$ cat config.mk
export PLATFORM = sky130hd
export DESIGN_NAME = aes_io_sequencer
export DESIGN_NICKNAME = d
export VERILOG_FILES = /design/src/rtl/aes_io_sequencer.sv
export SDC_FILE = /design/constraint.sdc
export NUM_CORES = 1
export LEC_CHECK = 0
export BUFFER_PORTS_ARGS = -buffer_cell sky130_fd_sc_hd__buf_2
export CORE_ASPECT_RATIO = 0.75
export CORE_MARGIN = 2
export CORE_UTILIZATION = 35
export CTS_BUF_LIST = sky130_fd_sc_hd__clkbuf_16
export CTS_CLUSTER_DIAMETER = 80
export DETAILED_ROUTE_END_ITERATION = 8
export GPL_TIMING_DRIVEN = 0
export PLACE_DENSITY_LB_ADDON = 0.15
export SLEW_MARGIN = 10
export SYNTH_ARGS = -nofsm -noshare
export SYNTH_HDL_FRONTEND = slang
export SYNTH_SLANG_ARGS = --single-unit
export TNS_END_PERCENT = 1
$ cat constraint.sdc
create_clock -name clk -period 1.8 [get_ports clk]
set_input_delay 0 -clock clk [delete_from_list [all_inputs] [get_ports clk]]
set_output_delay 0 -clock clk [all_outputs]
set_load 0.005 [all_outputs]
$ cat src/rtl/aes_io_sequencer.sv
// rtl/aes_io_sequencer.sv - byte-serial host sequencer for the AES round controller
// Optional BUSY watchdog with err pulse: define AES_IO_TIMEOUT_EN.
module aes_io_sequencer #(
   parameter int NBYTES  = 16,
   parameter int BW      = 8,
   parameter int TIMEOUT = 63
) (
   input  logic          clk,
   input  logic          rst,
   input  logic          cmd_valid,
   input  logic          cmd_dec,
   input  logic          in_valid,
   output logic          in_ready,
   input  logic [BW-1:0] in_data,
   output logic          out_valid,
   input  logic          out_ready,
   output logic [BW-1:0] out_data,
   output logic          load_shift,
   output logic [BW-1:0] shift_out,
   input  logic [BW-1:0] shift_in,
   output logic          staenc,
   output logic          stadec,
   input  logic          core_done,
   output logic          busy,
   output logic          err
);
   localparam int CW = $clog2(NBYTES);
   localparam logic [CW-1:0] LAST = CW'(NBYTES - 1);

   typedef enum logic [2:0] {IDLE, LOAD, START, BUSY, UNLOAD} state_t;

   state_t        state, state_nxt;
   logic [CW-1:0] cnt, cnt_nxt;
   logic          mode, mode_nxt;

`ifdef AES_IO_TIMEOUT_EN
   logic [5:0] tcnt, tcnt_nxt;

   always_ff @(posedge clk) begin
      if (rst) tcnt <= '0;
      else     tcnt <= tcnt_nxt;
   end
`else
   logic unused_timeout;
   assign unused_timeout = (TIMEOUT == 0);
`endif

   always_ff @(posedge clk) begin
      if (rst) begin
         state <= IDLE;
         cnt   <= '0;
         mode  <= 1'b0;
      end else begin
         state <= state_nxt;
         cnt   <= cnt_nxt;
         mode  <= mode_nxt;
      end
   end

   // Result bytes are presented straight from the datapath serial output.
   assign out_data = shift_in;

   always_comb begin
      state_nxt  = state;
      cnt_nxt    = cnt;
      mode_nxt   = mode;
      in_ready   = 1'b0;
      out_valid  = 1'b0;
      load_shift = 1'b0;
      shift_out  = '0;
      staenc     = 1'b0;
      stadec     = 1'b0;
      err        = 1'b0;
`ifdef AES_IO_TIMEOUT_EN
      tcnt_nxt   = tcnt;
`endif
      unique case (state)
         IDLE: begin
            if (cmd_valid) begin
               mode_nxt  = cmd_dec;
               cnt_nxt   = '0;
               state_nxt = LOAD;
            end
         end
         LOAD: begin
            in_ready  = 1'b1;
            shift_out = in_data;
            if (in_valid) begin
               load_shift = 1'b1;
               if (cnt == LAST) begin
                  cnt_nxt   = '0;
                  state_nxt = START;
               end else begin
                  cnt_nxt = cnt + 1'b1;
               end
            end
         end
         START: begin
            staenc = ~mode;
            stadec = mode;
`ifdef AES_IO_TIMEOUT_EN
            tcnt_nxt = '0;
`endif
            // A fast core may finish in the same cycle it is started.
            state_nxt = core_done ? UNLOAD : BUSY;
         end
         BUSY: begin
            if (core_done) begin
               state_nxt = UNLOAD;
`ifdef AES_IO_TIMEOUT_EN
            end else if (tcnt == 6'(TIMEOUT - 1)) begin
               err       = 1'b1;
               state_nxt = IDLE;
            end else begin
               tcnt_nxt = tcnt + 6'd1;
`endif
            end
         end
         UNLOAD: begin
            out_valid = 1'b1;
            if (out_ready) begin
               load_shift = 1'b1;
               if (cnt == LAST) begin
                  cnt_nxt   = '0;
                  state_nxt = IDLE;
               end else begin
                  cnt_nxt = cnt + 1'b1;
               end
            end
         end
         default: state_nxt = IDLE;
      endcase
      // Reset wins over any handshake or start in the same cycle.
      if (rst) begin
         in_ready   = 1'b0;
         out_valid  = 1'b0;
         load_shift = 1'b0;
         shift_out  = '0;
         staenc     = 1'b0;
         stadec     = 1'b0;
         err        = 1'b0;
      end
   end

   assign busy = (state != IDLE) && !rst;

endmodule

==> Implementation_results.wiki, run 1 <==
{| class="wikitable"
! Metric !! Value
|-
| Number of nets produced by synthesis || around 110
|-
| Pre-CTS setup slack || 0.295 ns
|-
| Unrepaired setup endpoints after global routing || no
|-
| Arr. time, crit path || 1.64 ns
|-
| Sort of element at the end of the critical path || output port
|-
| Root Driver || clkbuf_16
|-
| Count of nets after finishing || ~150
|-
| Number of buffers inserted during clock tree synthesis || 3
|-
| Number of synthesized flops with an enable pin || 0
|-
| Vias in the first global route || 594
|-
| Worst setup path class || flip-flop to output port
|-
| Number of antenna violations at the first check in global routing || 0
|-
| Synthesized area per cell || between 8 and 9 um^2
|-
| Global-route wire length before repair || 2610 um
|-
| Pin count of the biggest net entering global routing || 11
|-
| Share of power burned in registers || 0.258
|-
| Cells taking the most area after synthesis || dfxtp_1, buf_4, and2_1
|-
| Post-layout worst setup margin || between 0.15 and 0.2 ns
|-
| Top cell type's share of synthesized area || 0.237
|-
| Number of vias in the routed layout || roughly 710
|-
| Die Y || 42.1 um
|-
| Initial Util || 0.382
|-
| Termination of the worst setup path || shift_out[2]
|-
| Final cycle utilization of the critical path || 0.911
|-
| Minimum period implied by the final worst setup slack || approximately 1.6 ns
|-
| Max Clock Skew || 0.00263 ns
|-
| Detailed Place HPWL || between 1000 and 1500 um
|-
| Internal power contribution || roughly 0.59 mW
|-
| Startpoint of the worst-slack reg-to-reg timing path || state[0]$_SDFFE_PP0P_
|-
| CTS tree || done
|-
| Type of the most critical hold path || input port to flip-flop
|-
| Switching Fraction || 0.260
|-
| # H-tree levels || 1
|-
| Synthesis Warnings || 0
|-
| Average wire per cell in the routed design || approximately 12 um
|-
| Cell area after synthesis || between 600 and 700 um^2
|-
| Reg2Reg Setup Slack || approximately 0.27 ns
|-
| Number of placement rows || 13
|-
| GRT Residual Overflow || 0
|-
| Count of routing violations after the opening detailed-route iteration || 14
|-
| Number of nets with antenna violations after routing || 0
|-
| #FFs+latches synth || 8
|-
| Worst Min Path Start || cmd_dec
|-
| Worst r2r path cells || 4
|-
| Total Die Area || roughly 0.0023 mm^2
|-
| Slew Viols, Final || 0
|-
| Placer Congestion || about 0.85
|-
| Area of the core || 0.00177 mm^2
|-
| Clk pwr share || 0.468
|-
| Total of buffers placed on input and output ports || 36
|-
| Ratio of cells with drive above 1 in the final layout || 0.475
|-
| GR Util All Layers || 0.159
|-
| Clk sink count || 8
|-
| Synthesized instance count || 82
|-
| Final Setup Violations || 0
|-
| I/O pin count || 46
|-
| Aggregate routed wire length || between 1500 and 2000 um
|-
| Endpoint of the lowest-slack register-to-register path || state[2]$_SDFFE_PP0P_
|-
| Combinational Power Share || 0.273
|-
| Power density over the cells || 817 mW/mm^2
|-
| Post-synth ARST share || 0
|-
| TNS Setup || 0 ns
|-
| Clock insertion delay at the later pin of the skew report || between 0.2 and 0.25 ns
|-
| DRC viols || 0
|-
| First-pass iteration count of the detailed router || 4
|-
| Critical Path RT || approximately 1.8 ns
|-
| Maximum root-to-sink buffer count || 2
|-
| Status || finished clean
|-
| Primary flip-flop cell chosen by synthesis mapping || dfxtp_1
|-
| Detail-routed via count per cell || between 4 and 5
|-
| Largest voltage drop on the vdd net || a little under 600 uV
|-
| MaxCap Viol Count || 0
|-
| Final Util || 0.547
|-
| Clock input transition at the sequential cells of the worst setup and hold paths || 0.03 ns
|-
| Die W || around 55 um
|-
| Switching power summed over all nets || around 0.2 mW
|-
| Library cell occupying the most area in the post-synthesis netlist || dfxtp_1
|-
| Worst setup path startpoint || state[0]$_SDFFE_PP0P_
|-
| Number of antenna diodes || 0
|-
| Static power due to leakage || 0.465 nW
|-
| FMAX || approximately 610 MHz
|-
| Synthesis-to-finish area growth || 43.3%
|-
| Sequential-to-total area share from yosys stat || 0.237
|-
| Critical path startpoint category || flip-flop
|-
| Setup repair bufs after CTS || 0
|-
| Fin. Hold Viols || 0
|-
| Count of distinct cell types in the synthesized netlist || 41
|-
| Largest fanout of any net on the critical path || 10
|}
==> registers in the layout (all words and copies together) (netlist names) <==
signal,cells
mode,1
state,3
cnt,4
==> critical path: stages (launching register included) <==
cell and delay, ns:
dfxtp_1 0.43, clkbuf_4 0.25, nand2b_1 0.10, nor3_2 0.34
and2_1 0.18, buf_2 0.11
==> worst min path at each step <==
stage                     cells past startpoint                end  slack, ns
final                                         3  mode$_SDFFE_PP0P_       0.03
after global routing                          3  mode$_SDFFE_PP0P_       0.06
after CTS                                     3  mode$_SDFFE_PP0P_       0.02
after detailed placement                      2        out_data[3]       0.17
after global placement                        2        out_data[6]       0.17
after floorplan                               1           in_ready       0.05
==> synth_stat cells (2+ instances only) <==
cell type  number
buf_4           9
nand2b_1        2
nor2_1          6
nand3b_1        2
and2_1          8
a21oi_1         3
nor3_1          4
nand3_1         3
dfxtp_1         8
nand2_1         5
mux2i_1         2
==> stage by stage <==
stage | instance area [um^2] | instances | hold slack (ns) | total power, mW
CTS | 970 | 144 | 0.0246 | 0.799
global placement | 885 | 140 | 0.168 | 0.415
global route | 970 | 144 | 0.0594 | 0.835
detailed placement | 885 | 140 | 0.167 | 0.420
finish | 970 | 144 | 0.0252 | 0.793
floorplan | 677 | 82 | 0.0488 | 0.351
==> cell usage in the layout, fill, tap and decap left out, types with 2 or more instances in the layout <==
cell type / n
nand3_1: 3
dfxtp_1: 8
buf_2: 37
mux2i_1: 2
clkbuf_16: 3
nand3b_1: 2
buf_4: 9
nor2_1: 6
a21oi_1: 3
and2_1: 8
nor3_1: 4
nand2_1: 5
nand2b_1: 2
==> power groups by stage <==
stage	Sequential [mW]	Combinational, mW	Clock (mW)
final	0.205	0.217	0.371
after global routing	0.207	0.238	0.391
after CTS	0.204	0.216	0.379
after detailed placement	0.207	0.213	0
after global placement	0.206	0.209	0
after floorplan	0.203	0.148	0
==> timing repair <==
item,in CTS,in global routing
hold endpoints to repair,1,0
endpoints found under the setup margin,0,0
hold buffers,1,0
resized for setup,0,0
==> cells by family (layout without fill, tap and decap cells) <==
family,Yosys count,count (layout),share of synthesized area
other,1,1,0.00554
buffers and inverters,14,54,0.146
adder cells (fa/ha/maj),1,1,0.0185
flip-flops,8,8,0.237
XOR/XNOR,1,1,0.0129
AND/OR/NAND/NOR,39,39,0.353
multiplexers,3,3,0.0518
AO/OA/AOI/OAI,15,15,0.176
==> area by class of cell <==
cell class	instances	area, um^2
Buffer	13	95.1
Clock buffer	3	75.1
Fill cell	163	803
Inverter	1	3.75
Multi-Input combinational cell	60	418
Sequential cell	8	160
Tap cell	22	27.5
Timing Repair Buffer	37	190
==> routing by layer <==
| layer | GRT usage | routed length, um |
|---|---|---|
| met1 | 0.228 | 783 |
| met2 | 0.198 | 714 |
| met3 | 0.0750 | 147 |
| met4 | 0.0650 | 16 |
| met5 | 0 | 0 |
Note: power is estimated with default switching activity, not from simulation.
==> run 2, diff against run 1 <==
- ABC_AREA: default -> 1
==> run 2 against run 1 <==
  * Die area is 7.3% higher
  * Non-clock buffer count is 3 lower
  * Setup slack better by 0.17 ns
  * Sequential cell count stayed put
  * Largest power group is now combinational cells
==> Implementation_results.wiki, run 2 <==
{| class="wikitable"
! Metric !! Value
|-
| FMAX || 679 MHz (+11%)
|-
| Top cells by instance count after synthesis || nor2_1, inv_1, nand2_1
|-
| Clk sink count || 8 (unchanged)
|-
| Number of nets with antenna violations after routing || 0 (unchanged)
|-
| Power density over the cells || 1580 mW/mm^2 (+94%)
|-
| Number of cells traversed by the worst hold path || 3 (unchanged)
|-
| Crit-path slowest cell || dlygate4sd3_1
|-
| Synthesized area per cell || 6.25 um^2 (-24%)
|-
| Number of placement rows || 14 (+1)
|-
| Sort of element at the end of the critical path || output port
|-
| Number of vias in the routed layout || 808 (+13%)
|-
| Number of synthesized flops with an enable pin || 0 (unchanged)
|-
| Total of buffers placed on input and output ports || 36 (unchanged)
|-
| Synthesis-to-finish area growth || 40.4%
|-
| Final cycle utilization of the critical path || 0.818 (-0.0926)
|-
| Top cell type's share of synthesized area || 0.219 (-0.0174)
|-
| GRT Residual Overflow || 0 (unchanged)
|-
| Final Setup Violations || 0 (unchanged)
|-
| Slew Viols, Final || 0 (unchanged)
|-
| Post-synth ARST share || 0 (unchanged)
|-
| Clock input transition at the sequential cells of the worst setup and hold paths || 0.04 ns (about the same)
|-
| Status || finished clean
|-
| Count of distinct cell types in the synthesized netlist || 25 (-39%)
|-
| Cells taking the most area after synthesis || dfxtp_1, nor2_1, buf_4
|-
| Number of buffers inserted during clock tree synthesis || 3 (unchanged)
|-
| Area of the core || 0.00200 mm^2 (+13%)
|-
| Type of the most critical hold path || input port to flip-flop
|-
| Die W || 56.8 um (+3.6%)
|-
| Resized Gates After CTS || 0 (unchanged)
|-
| Number of nets produced by synthesis || 141 (+33%)
|-
| # H-tree levels || 1 (unchanged)
|-
| Detail-routed via count per cell || 4.46 (-9.7%)
|-
| Count of nets after finishing || 183 (+24%)
|-
| Sequential-to-total area share from yosys stat || 0.219 (-0.0174)
|-
| Fin. Hold Viols || 0 (unchanged)
|-
| GR Util All Layers || 0.172 (+0.0122)
|-
| Primary flip-flop cell chosen by synthesis mapping || dfxtp_1
|-
| Clock insertion delay at the later pin of the skew report || 0.23 ns (about the same)
|-
| Critical Path RT || 1.80 ns (about the same)
|-
| Count of routing violations after the opening detailed-route iteration || 18 (+4)
|-
| Sequence of cells on the critical path || dlygate4sd3_1, buf_2, clkinv_1, nand2_1, o21ai_0, buf_2
|-
| Max FFs per register || 4 (unchanged)
|-
| Root Driver || clkbuf_16
|-
| Number of buffer and inverter stages on the critical path || 4 (+2)
|-
| #FFs+latches synth || 8 (unchanged)
|-
| I/O pin count || 46 (unchanged)
|-
| Library cell occupying the most area in the post-synthesis netlist || dfxtp_1
|-
| Largest voltage drop on the vdd net || 733 uV (+26%)
|-
| Commonest non-fill, non-tap cells in the layout || buf_2, nor2_1, inv_1
|-
| Average wire per cell in the routed design || 10.1 um (-12%)
|-
| Setup repair bufs after CTS || 0 (unchanged)
|-
| Minimum period implied by the final worst setup slack || 1.47 ns (-0.167 ns)
|-
| Commonest non-fill, non-tap cell in the layout || buf_2
|-
| Ratio of cells with drive above 1 in the final layout || 0.420 (-0.0550)
|-
| Arr. time, crit path || 1.47 ns (-0.17 ns)
|-
| Instance area after placement || 941 um^2 (+6.4%)
|-
| Finished layout cell area || 0.00103 mm^2 (+5.8%)
|-
| Unrepaired setup endpoints after global routing || no
|-
| Biggest register || cnt
|-
| Number of gates on the worst path with buffers counted || 6 (+1)
|-
| MaxCap Viol Count || 0 (unchanged)
|-
| Die Y || 43.6 um (+3.5%)
|-
| Vias in the first global route || 742 (+25%)
|-
| Critical path startpoint category || input port
|-
| Synthesized instance count || 117 (+43%)
|-
| Detailed Place HPWL || 1480 um (+10%)
|-
| Global-route wire length before repair || 3200 um (+23%)
|-
| Number of antenna diodes || 0 (unchanged)
|-
| Aggregate routed wire length || 1830 um (+10%)
|-
| Cell area after synthesis || 731 um^2 (+7.9%)
|-
| Synthesis Warnings || 0 (unchanged)
|-
| Most repeated cell in the gate-level netlist after synthesis || nor2_1
|-
| Worst r2r path cells || 7 (+3)
|-
| Worst setup path class || input port to output port
|-
| First-pass iteration count of the detailed router || 4 (unchanged)
|-
| Worst path max stage delay || 0.52 ns (+0.09 ns)
|-
| Crit-path leading delay family || buffers and inverters
|-
| CTS tree || done
|-
| Final-layout fill cell count || 221 (+36%)
|-
| Largest fanout of any net on the critical path || 10 (unchanged)
|-
| TNS Setup || 0 ns (unchanged)
|-
| Pin count of the biggest net entering global routing || 11 (unchanged)
|-
| Initial Util || 0.366 (-0.0159)
|-
| Total Die Area || 0.00247 mm^2 (+7.3%)
|-
| Biggest registers after layout || cnt (4), state (3), mode (1)
|-
| DRC viols || 0 (unchanged)
|-
| Static power due to leakage || 0.603 nW (+30%)
|-
| Maximum root-to-sink buffer count || 2 (unchanged)
|-
| Max Clock Skew || 0.000900 ns (-0.00173 ns)
|-
| Number of antenna violations at the first check in global routing || 0 (unchanged)
|-
| Placer Congestion || 0.814 (-3.9%)
|-
| Crit-path most repeated cell || buf_2
|}
## run 2: logic make-up (layout without fill, tap and decap cells)
group / after synthesis / count (layout) / synth area share
AO/OA/AOI/OAI: 11 / 11 / 0.0839
XOR/XNOR: 2 / 2 / 0.0240
adder cells (fa/ha/maj): 1 / 1 / 0.0171
buffers and inverters: 28 / 68 / 0.200
flip-flops: 8 / 8 / 0.219
other: 1 / 1 / 0.00513
AND/OR/NAND/NOR: 66 / 66 / 0.450
## run 2: through the flow
step | util | hold WS [ns] | setup WS [ns] | std cells | total power [mW]
3_5_place_dp | 0.471 | 0.167 | 0.524 | 177 | 1.25
2_1_floorplan | - | 0.0311 | 0.660 | 117 | 1.04
3_3_place_gp | 0.471 | 0.168 | 0.545 | 177 | 1.24
4_1_cts | 0.514 | 0.0582 | 0.315 | 181 | 1.64
6_report | 0.514 | 0.0514 | 0.327 | 181 | 1.63
5_1_grt | 0.514 | 0.0943 | 0.163 | 181 | 1.78
## run 2: area by class of cell
| cell class | count | area (um^2) | share of cell area |
|---|---|---|---|
| inverters | 18 | 67.6 | 0.0659 |
| repair buffers | 37 | 190 | 0.185 |
| well taps | 24 | 30.0 | 0.0293 |
| plain buffers | 10 | 78.8 | 0.0768 |
| multi-input cells | 81 | 424 | 0.413 |
| clock buffers | 3 | 75.1 | 0.0732 |
| flip-flops and latches | 8 | 160 | 0.156 |
## run 2: power breakdown
group          switching, mW  total [mW]  internal (mW)
Combinational          0.560       0.919          0.360
Sequential            0.0797       0.331          0.251
Clock                 0.0892       0.376          0.287
## run 2: final timing paths
| path | from | slack (ns) | to |
|---|---|---|---|
| worst max-delay path | rst | 0.33 | load_shift |
| worst min-delay path | cmd_dec | 0.05 | mode$_SDFFE_PP0P_ |
| worst max register to register | state[2]$_SDFFE_PP0P_ | 0.52 | state[1]$_SDFFE_PP0P_ |
| worst min register to register | mode$_SDFFE_PP0P_ | 0.48 | mode$_SDFFE_PP0P_ |
## run 2: per-layer routing
metal	track usage	wire [um]	vias to the layer above
li1	-	-	433
met4	0.112	46	0
met5	0	0	-
met2	0.267	833	22
met3	0.0448	112	5
met1	0.212	838	348
## run 2: tightest hold or removal path, delay by kind of cell
family	cells	cell delay (ns)
buf+inv	1	0.08
compound gates	2	0.17
## run 2: repair_timing
action / 4_1_cts / 5_1_grt
setup endpoints to repair: 0 / 0
hold endpoints to repair: 1 / 0
hold buffers: 1 / 0
